**src/rtl/dpic_mem_arbiter.sv**
```systemverilog
// rtl/dpic_mem_arbiter.sv - round-robin fetch/load-store arbiter onto a single memory port
module dpic_mem_arbiter #(
    parameter int ADDR_W = 64,
    parameter int DATA_W = 64
) (
    input  logic                  clk,
    input  logic                  rst,
    input  logic                  if_req_valid,
    output logic                  if_req_ready,
    input  logic [ADDR_W-1:0]     if_req_addr,
    output logic                  if_resp_valid,
    output logic [DATA_W-1:0]     if_resp_data,
    input  logic                  ls_req_valid,
    output logic                  ls_req_ready,
    input  logic                  ls_req_wen,
    input  logic [ADDR_W-1:0]     ls_req_addr,
    input  logic [DATA_W-1:0]     ls_req_wdata,
    input  logic [DATA_W/8-1:0]   ls_req_wmask,
    output logic                  ls_resp_valid,
    output logic [DATA_W-1:0]     ls_resp_data,
    output logic                  ls_resp_err,
    output logic                  mem_rd_en,
    output logic [ADDR_W-1:0]     mem_rd_addr,
    input  logic [DATA_W-1:0]     mem_rd_data,
    output logic                  mem_we_en,
    output logic [ADDR_W-1:0]     mem_we_addr,
    output logic [DATA_W-1:0]     mem_we_data,
    output logic [DATA_W/8-1:0]   mem_we_mask
);
    localparam int MASK_W = DATA_W / 8;
    localparam logic [MASK_W-1:0] MASK_B = MASK_W'(8'h01);
    localparam logic [MASK_W-1:0] MASK_H = MASK_W'(8'h03);
    localparam logic [MASK_W-1:0] MASK_W4 = MASK_W'(8'h0F);
    localparam logic [MASK_W-1:0] MASK_D = MASK_W'(8'hFF);

    typedef enum logic [1:0] {IDLE, ACCESS, RESP} state_e;

    state_e              state_q, state_d;
    logic                last_ls_q;
    logic                grant_ls_q;
    logic [ADDR_W-1:0]   addr_q;
    logic                wen_q;
    logic [DATA_W-1:0]   wdata_q;
    logic [MASK_W-1:0]   wmask_q;
    logic                err_q;
    logic [DATA_W-1:0]   if_data_q;
    logic [DATA_W-1:0]   ls_data_q;

    logic pick_ls;
    logic accept;
    logic mask_ok;
    logic in_access;
    logic in_resp;

    // LS wins only when alone or when IF was served last
    assign pick_ls   = ls_req_valid & (~if_req_valid | ~last_ls_q);
    assign accept    = (if_req_valid & if_req_ready) | (ls_req_valid & ls_req_ready);
    assign mask_ok   = (wmask_q == MASK_B) | (wmask_q == MASK_H) |
                       (wmask_q == MASK_W4) | (wmask_q == MASK_D);
    assign in_access = (state_q == ACCESS);
    assign in_resp   = (state_q == RESP);

    always_comb begin
        state_d      = state_q;
        if_req_ready = 1'b0;
        ls_req_ready = 1'b0;
        case (state_q)
            IDLE: begin
                // gated by rst so that readies read 0 while reset is held
                if_req_ready = rst & ~pick_ls;
                ls_req_ready = rst & pick_ls;
                if (accept) state_d = ACCESS;
            end
            ACCESS:  state_d = RESP;
            RESP:    state_d = IDLE;
            default: state_d = IDLE;
        endcase
    end

    always_ff @(posedge clk or negedge rst) begin
        if (!rst) begin
            state_q    <= IDLE;
            last_ls_q  <= 1'b1;
            grant_ls_q <= 1'b0;
            addr_q     <= '0;
            wen_q      <= 1'b0;
            wdata_q    <= '0;
            wmask_q    <= '0;
            err_q      <= 1'b0;
            if_data_q  <= '0;
            ls_data_q  <= '0;
        end else begin
            state_q <= state_d;
            if (accept) begin
                last_ls_q  <= pick_ls;
                grant_ls_q <= pick_ls;
                addr_q     <= pick_ls ? ls_req_addr : if_req_addr;
                wen_q      <= pick_ls & ls_req_wen;
                wdata_q    <= pick_ls ? ls_req_wdata : '0;
                wmask_q    <= pick_ls ? ls_req_wmask : '0;
            end
            if (in_access) begin
                err_q <= wen_q & ~mask_ok;
                if (grant_ls_q) ls_data_q <= wen_q ? '0 : mem_rd_data;
                else            if_data_q <= mem_rd_data;
            end
        end
    end

    assign mem_rd_en   = in_access & ~wen_q;
    assign mem_rd_addr = mem_rd_en ? addr_q : '0;
    assign mem_we_en   = in_access & wen_q & mask_ok;
    assign mem_we_addr = mem_we_en ? addr_q : '0;
    assign mem_we_data = mem_we_en ? wdata_q : '0;
    assign mem_we_mask = mem_we_en ? wmask_q : '0;

    assign if_resp_valid = in_resp & ~grant_ls_q;
    assign ls_resp_valid = in_resp & grant_ls_q;
    assign ls_resp_err   = ls_resp_valid & err_q;
    assign if_resp_data  = if_data_q;
    assign ls_resp_data  = ls_data_q;
endmodule

```
**config.mk**
```make
export PLATFORM = sky130hd
export DESIGN_NAME = dpic_mem_arbiter
export DESIGN_NICKNAME = d
export VERILOG_FILES = /design/src/rtl/dpic_mem_arbiter.sv
export SDC_FILE = /design/constraint.sdc
export NUM_CORES = 1
export LEC_CHECK = 0
export CAP_MARGIN = 20
export CORE_AREA = 2 2 236 238
export DETAILED_ROUTE_END_ITERATION = 7
export DIE_AREA = 0 0 238 240
export PLACE_DENSITY = 0.48
export SYNTH_ARGS = -nofsm -noshare
export SYNTH_HDL_FRONTEND = slang
export SYNTH_SLANG_ARGS = --single-unit
```
**constraint.sdc**
```tcl
create_clock -name clk -period 5.3 [get_ports clk]
set_input_delay 1.06 -clock clk [delete_from_list [all_inputs] [get_ports clk]]
set_output_delay 1.06 -clock clk [all_outputs]
set_load 0.02 [all_outputs]
```
==> reports/qor.csv, run 1 <==
stage,metric,value,unit
global_routing,GRT met3 Usage,0.0530,
clocking,Skew-Pair Late Insertion Delay,550,ps
timing,setup tns final,0,ps
route,final antenna-violating net count,0,
timing,FMAX,0.225,GHz
synthesis,synth unique cells,32,
clocking,Worst-path clk slew,60,ps
synthesis,area fraction in compound gates after synthesis,0.196,
power,switching power total,3.02,mW
synthesis,XOR/XNOR Fraction of Synth Area,0,
synthesis,top_reg_cell synth,dfrtp_1,
place,hpwl dp,36400,microns
route,DR iter-0 viols,448,
layout,Syn-to-layout area delta,60.8,%
synthesis,Gate Count Post-Synth,1061,
timing,min Tclk post-route,4440,ps
global_routing,total grt overflow,0,
place,Inst Count DP,2288,
synthesis,synthesized area per cell,12.1,sq um
power,Peak supply drop,0.297,mV
synthesis,Post-synth ARST share,1.00,
timing,final hold violation count,0,
power,Comb power frac,0.373,
status,status,finished clean,
power,Clock power frac,0.268,
global_routing,largest net degree at the start of global routing,92,
clocking,"Setup Fix Bufs, Post-CTS",0,
floorplanning,# IOs,604,
global_routing,initial antenna violation count,3,
floorplanning,Die W,238,microns
synthesis,Synth Area in Simple Gates,0.0436,
timing,worst-margin pin slew,992,ps
floorplanning,Rows,86,
setup_path,Setup Crit Path Kind,reg2out,
synthesis,largest family of logic cells by synthesized area,compound AO/OA/AOI/OAI gates,
synthesis,synth warn,0,
global_routing,met1 GRT Util,0.204,
synthesis,mux contribution to synthesized area,0.156,
power,switching share of power,0.342,
timing,Setup WS post-layout,856,ps
timing,RSZ-0062 raised after global routing,no,
run,Max Cap Viol,0,
setup_path,CP required,4240,ps
global_routing,vias in the first global route,11100,
layout,multi-input logic area,5140,sq um
synthesis,#FFs+latches synth,270,
setup_path,crit path DAT,3380,ps
setup_path,Startpoint Class,register,
timing,Slew HR,0.339,
timing,hold slack final,365,ps
synthesis,most frequent cell after synthesis,dfrtp_1,
setup_path,CP max-delay cell,clkdlybuf4s50_1,
layout,layout net count,1890,
route,Post-Route WL,51100,microns
route,Remaining DRCs,0,
synthesis,Syn Std Cell Area,12800,sq um
synthesis,share of the synthesized area in the top cell type,0.524,
power,Pint,5.81,mW
clocking,clock root cell,clkbuf_16,
setup_path,critical-path maximum fanout,65,
route,drt wl/cell,21.7,microns
layout,filler instances,5378,
layout,layout cells sized above 1,0.124,
power,pwr/cell area,427,nW/um^2
worst_hold_path,worst min path class,in2async,
layout,Final Non-Filler Cells,2352,
synthesis,Adder-Cell Fraction of Synth Area,0,
place,Placer Congestion,0.779,
power,Reg power frac,0.358,
route,first-pass iteration count of the detailed router,5,
route,vias per inst,4.48,
place,Port-buffer cells,603,
floorplanning,core area,54700,sq um
timing,"Setup violations, final",0,
floorplanning,Initial Util,0.235,
setup_path,CP cell instances,"nor2b_1, nand2_4, buf_4, a211oi_1, clkdlybuf4s50_1",
floorplanning,DIE AREA,57100,sq um
synthesis,number of synthesized flops with an enable pin,0,
clocking,H-tree depth,2,
layout,sequential cell area,6760,sq um
synthesis,post-synth top area cell,dfrtp_1,
floorplanning,Die Height,240,microns
clocking,CTS tree,built,
timing,Pins Over Slew Limit,0,
clocking,CTS Buffer Depth,3,
synthesis,top cells by instance count after synthesis,"269 x dfrtp_1, 137 x a22o_1, 131 x inv_1",
global_routing,global route hottest layer,met2,
power,Leakage,8.40,nW
global_routing,met2 Use GR,0.296,
synthesis,synth top area cells,"dfrtp_1 52%, mux2i_1 10%, a22o_1 9.3%",
global_routing,first-pass GRT wire length,73800,microns
clocking,hold_buf cts,0,
clocking,cts bufs inserted,35,
synthesis,register area share after synthesis,0.526,
route,vias post-DR,10500,
setup_path,crit end category,output pin,
synthesis,Syn Nets,1330,
global_routing,Total Routing Usage GR,0.172,
clocking,post_cts resized,0,
place,"worst slack, placed",1330,ps
timing,Final period util,0.838,
timing,skew final,12.5,ps
clocking,clk sinks,270,
setup_path,CP max stage delay,650,ps
## state kept, by name (all words and copies together), names as in the netlist
register	count
addr_q	64
err_q	1
grant_ls_q	1
if_resp_data	64
last_ls_q	1
ls_resp_data	64
state_q	2
wdata_q	64
wen_q	1
wmask_q	8
## routing by layer
| metal | vias up | wire length, microns |
|---|---|---|
| li1 | 4911 | - |
| met1 | 5167 | 20700 |
| met2 | 374 | 25200 |
| met3 | 75 | 3830 |
| met4 | 4 | 1450 |
| met5 | - | 27 |
## through the flow
stage / total power [mW] / utilization / cell area (sq um)
finish: 8.82 / 0.378 / 20600
global route: 9.30 / 0.378 / 20600
CTS: 8.99 / 0.378 / 20600
detailed placement: 6.55 / 0.357 / 19500
global placement: 6.51 / 0.357 / 19500
floorplan: 4.79 / - / 12800
## logic make-up (layout without fill, tap and decap cells)
| logic type | count (synthesis) | in the layout |
|---|---|---|
| flops | 270 | 270 |
| buf+inv | 233 | 819 |
| compound gates | 280 | 280 |
| other cells | 0 | 1 |
| mux | 192 | 192 |
| simple gates | 86 | 86 |
## layout by cell type, fill, tap and decap left out, drive strengths merged, types with 2 or more instances in the layout
cell type and instances:
a21oi 2, clkinv 6, nor2b 3, nor2 2, dfrtp 269, nand3 2, and2 67, a21o 2
nor3b 5, o21ai 2, nand2 2, clkdlybuf4s50 602, buf 23, a211oi 133, mux2 64, inv 134
a22o 137, clkbuf 52, mux2i 128
## power groups by stage
stage	Clock (mW)	Combinational [mW]	Sequential, mW
global route	2.54	3.50	3.26
global placement	0	3.34	3.17
finish	2.37	3.29	3.16
CTS	2.46	3.36	3.17
detailed placement	0	3.36	3.19
floorplan	0	1.12	3.68
## critical path: cells and delay by family, from the launching register on
family                 cells  cell delay (ps)
buffers and inverters      2             1130
and+or+nand+nor            2             1000
AOI/OAI and AO/OA          1              240
DFF                        1              430
## cell type report
class                      instances  share of cell area
tap                              704              0.0427
timing repair buffer             625               0.302
clock inverter                    11             0.00527
multi-input combinational        558               0.249
inverter                         131              0.0239
antenna                            1            0.000121
sequential                       270               0.327
clock buffer                      52              0.0499
## worst paths after layout
path,startpoint,end,slack (ps),cells after the start
max,state_q[1],mem_we_data[52],860,5
min,rst,addr_q[28],360,1
max reg2reg,state_q[1],addr_q[49],2860,5
min reg2reg,wdata_q[36],wdata_q[36],500,1
max in group asynchronous,rst,wdata_q[20],3220,3
min in group clk,wdata_q[36],wdata_q[36],500,1
(Power assumes the default switching activity.)
==> inputs of run 2 (changes only) <==
==> constraint.sdc (replaced) <==
create_clock -name clk -period 4.45 [get_ports clk]
set_input_delay 0.89 -clock clk [delete_from_list [all_inputs] [get_ports clk]]
set_output_delay 0.89 -clock clk [all_outputs]
set_load 0.02 [all_outputs]
==> reports/qor.csv, run 2 (same netlist as run 1, synthesis figures left out) <==
stage,metric,value,unit,change
layout,layout cells sized above 1,0.123,,-0.000532
power,pwr/cell area,514,nW/um^2,+20%
floorplanning,Initial Util,0.235,,unchanged
layout,"commonest non-fill, non-tap cell in the layout",clkdlybuf4s50_1,,
global_routing,initial antenna violation count,6,,+3
worst_hold_path,worst min path class,reg2reg,,
route,DR iter-0 viols,418,,-6.7%
clocking,H-tree depth,2,,unchanged
setup_path,CP required,3560,ps,-680 ps
route,vias per inst,4.49,,+0.32%
global_routing,total grt overflow,0,,unchanged
setup_path,CP max-delay cell,clkdlybuf4s50_1,,
floorplanning,Die Height,240,microns,unchanged
layout,layout net count,1891,,+0.053%
timing,Slew HR,0.330,,-0.00926
clocking,cts bufs inserted,36,,+2.9%
global_routing,largest net degree at the start of global routing,78,,-15%
setup_path,crit path DAT,3300,ps,-80 ps
clocking,clk sinks,270,,unchanged
clocking,Worst-path clk slew,60,ps,about the same
route,Remaining DRCs,0,,unchanged
timing,min Tclk post-route,4190,ps,
power,total power,10.7,mW,+21%
layout,Final Non-Filler Cells,2354,,+0.085%
route,Post-Route WL,52000,microns,+1.6%
clocking,Skew-Pair Late Insertion Delay,540,ps,about the same
setup_path,CP cell instances,"nor2b_1, nand2_8, buf_12, a211oi_1, clkdlybuf4s50_1",,
timing,Final period util,0.941,,
timing,final hold violation count,0,,unchanged
clocking,CTS tree,built,,
clocking,hold_buf cts,0,,unchanged
floorplanning,core area,54700,sq um,unchanged
setup_path,critical-path maximum fanout,64,,-1.5%
timing,setup tns final,0,ps,unchanged
timing,"Setup violations, final",0,,unchanged
global_routing,Total Routing Usage GR,0.175,,+0.00317
status,status,finished clean,,
setup_path,CP max stage delay,730,ps,+80 ps
setup_path,crit end category,output pin,,
timing,RSZ-0062 raised after global routing,no,,
place,Placer Congestion,0.820,,+5.2%
setup_path,Setup Crit Path Kind,reg2out,,
timing,FMAX,0.239,GHz,
floorplanning,DIE AREA,57100,sq um,unchanged
timing,worst-margin pin slew,1010,ps,+13.9 ps
route,vias post-DR,10600,,+0.41%
place,Port-buffer cells,603,,unchanged
route,first-pass iteration count of the detailed router,4,,-1
timing,Pins Over Slew Limit,0,,unchanged
setup_path,Startpoint Class,register,,
route,drt wl/cell,22.1,microns,+1.5%
route,final antenna-violating net count,0,,unchanged
layout,filler instances,5374,,-0.074%
layout,Syn-to-layout area delta,61.9,%,
place,Inst Count DP,2287,,-0.044%
clocking,CTS Buffer Depth,3,,unchanged
run,Max Cap Viol,0,,unchanged
floorplanning,Rows,86,,unchanged
global_routing,vias in the first global route,11100,,+0.13%
layout,most frequent cells in the layout,"602 x clkdlybuf4s50_1, 269 x dfrtp_1, 137 x a22o_1",,
power,Peak supply drop,0.286,mV,-3.7%
timing,hold slack final,498,ps,+134 ps
place,placed inst area,19500,sq um,+0.22%
floorplanning,# IOs,604,,unchanged
timing,skew final,14.0,ps,+1.49 ps
global_routing,first-pass GRT wire length,75200,microns,+1.9%
layout,Final Cell Area,20800,sq um,+0.69%
place,hpwl dp,36600,microns,+0.59%
clocking,clock root cell,clkbuf_16,,
power,Leakage,8.44,nW,+0.50%
floorplanning,Die W,238,microns,unchanged
[run 2: report_power, final]
group          internal [mW]  total, mW  switching, mW
combinational           1.95       3.94           1.99
sequential              3.30       3.77          0.466
clock                   1.83       2.98           1.14
total                   7.09       10.7           3.60
[run 2: layout make-up]
cell class / instances / area [sq um] / share of cell area
clock inverter: 10 / 139 / 0.00668
timing repair buffer: 625 / 6290 / 0.303
multi-input combinational: 558 / 5150 / 0.248
sequential: 270 / 6760 / 0.325
antenna: 4 / 10.0 / 0.000482
tap: 704 / 881 / 0.0424
clock buffer: 52 / 1060 / 0.0512
inverter: 131 / 494 / 0.0238
[run 2: worst paths after layout]
path,from,endpoint,slack [ps],cells past startpoint
setup / recovery,state_q[0],mem_we_addr[11],260,5
min in group asynchronous,rst,wdata_q[62],520,2
hold / removal,wdata_q[25],wdata_q[25],500,1
hold reg to reg,wdata_q[25],wdata_q[25],500,1
setup reg to reg,state_q[1],addr_q[21],1730,5
max in group asynchronous,rst,addr_q[3],1600,4
[run 2: worst max-delay path: cells and delay by family, from the launching register on]
| kind | cells | cell delay, ps |
|---|---|---|
| compound gates | 1 | 480 |
| simple gates | 2 | 730 |
| buf+inv | 2 | 1030 |
| flops | 1 | 470 |
[run 2: repair_timing]
| item | 4_1_cts | 5_1_grt |
|---|---|---|
| resized for setup | 0 | 1 |
| endpoints found under the hold margin | 0 | 0 |
| endpoints found under the setup margin | 0 | 1 |
| setup buffers | 0 | 0 |
[run 2: stage by stage]
stage / setup WS [ps] / util
2_1_floorplan: 1810 / -
3_3_place_gp: 655 / 0.358
3_5_place_dp: 712 / 0.358
4_1_cts: 84.8 / 0.380
5_1_grt: 97.5 / 0.380
6_report: 263 / 0.380
[run 2: per-layer routing]
| metal | vias to the layer above | global-route usage | wire length [microns] |
|---|---|---|---|
| met5 | - | 0 | 26 |
| met1 | 5220 | 0.207 | 21100 |
| met3 | 67 | 0.0552 | 3770 |
| li1 | 4917 | - | - |
| met4 | 4 | 0.0534 | 1230 |
| met2 | 366 | 0.302 | 25900 |
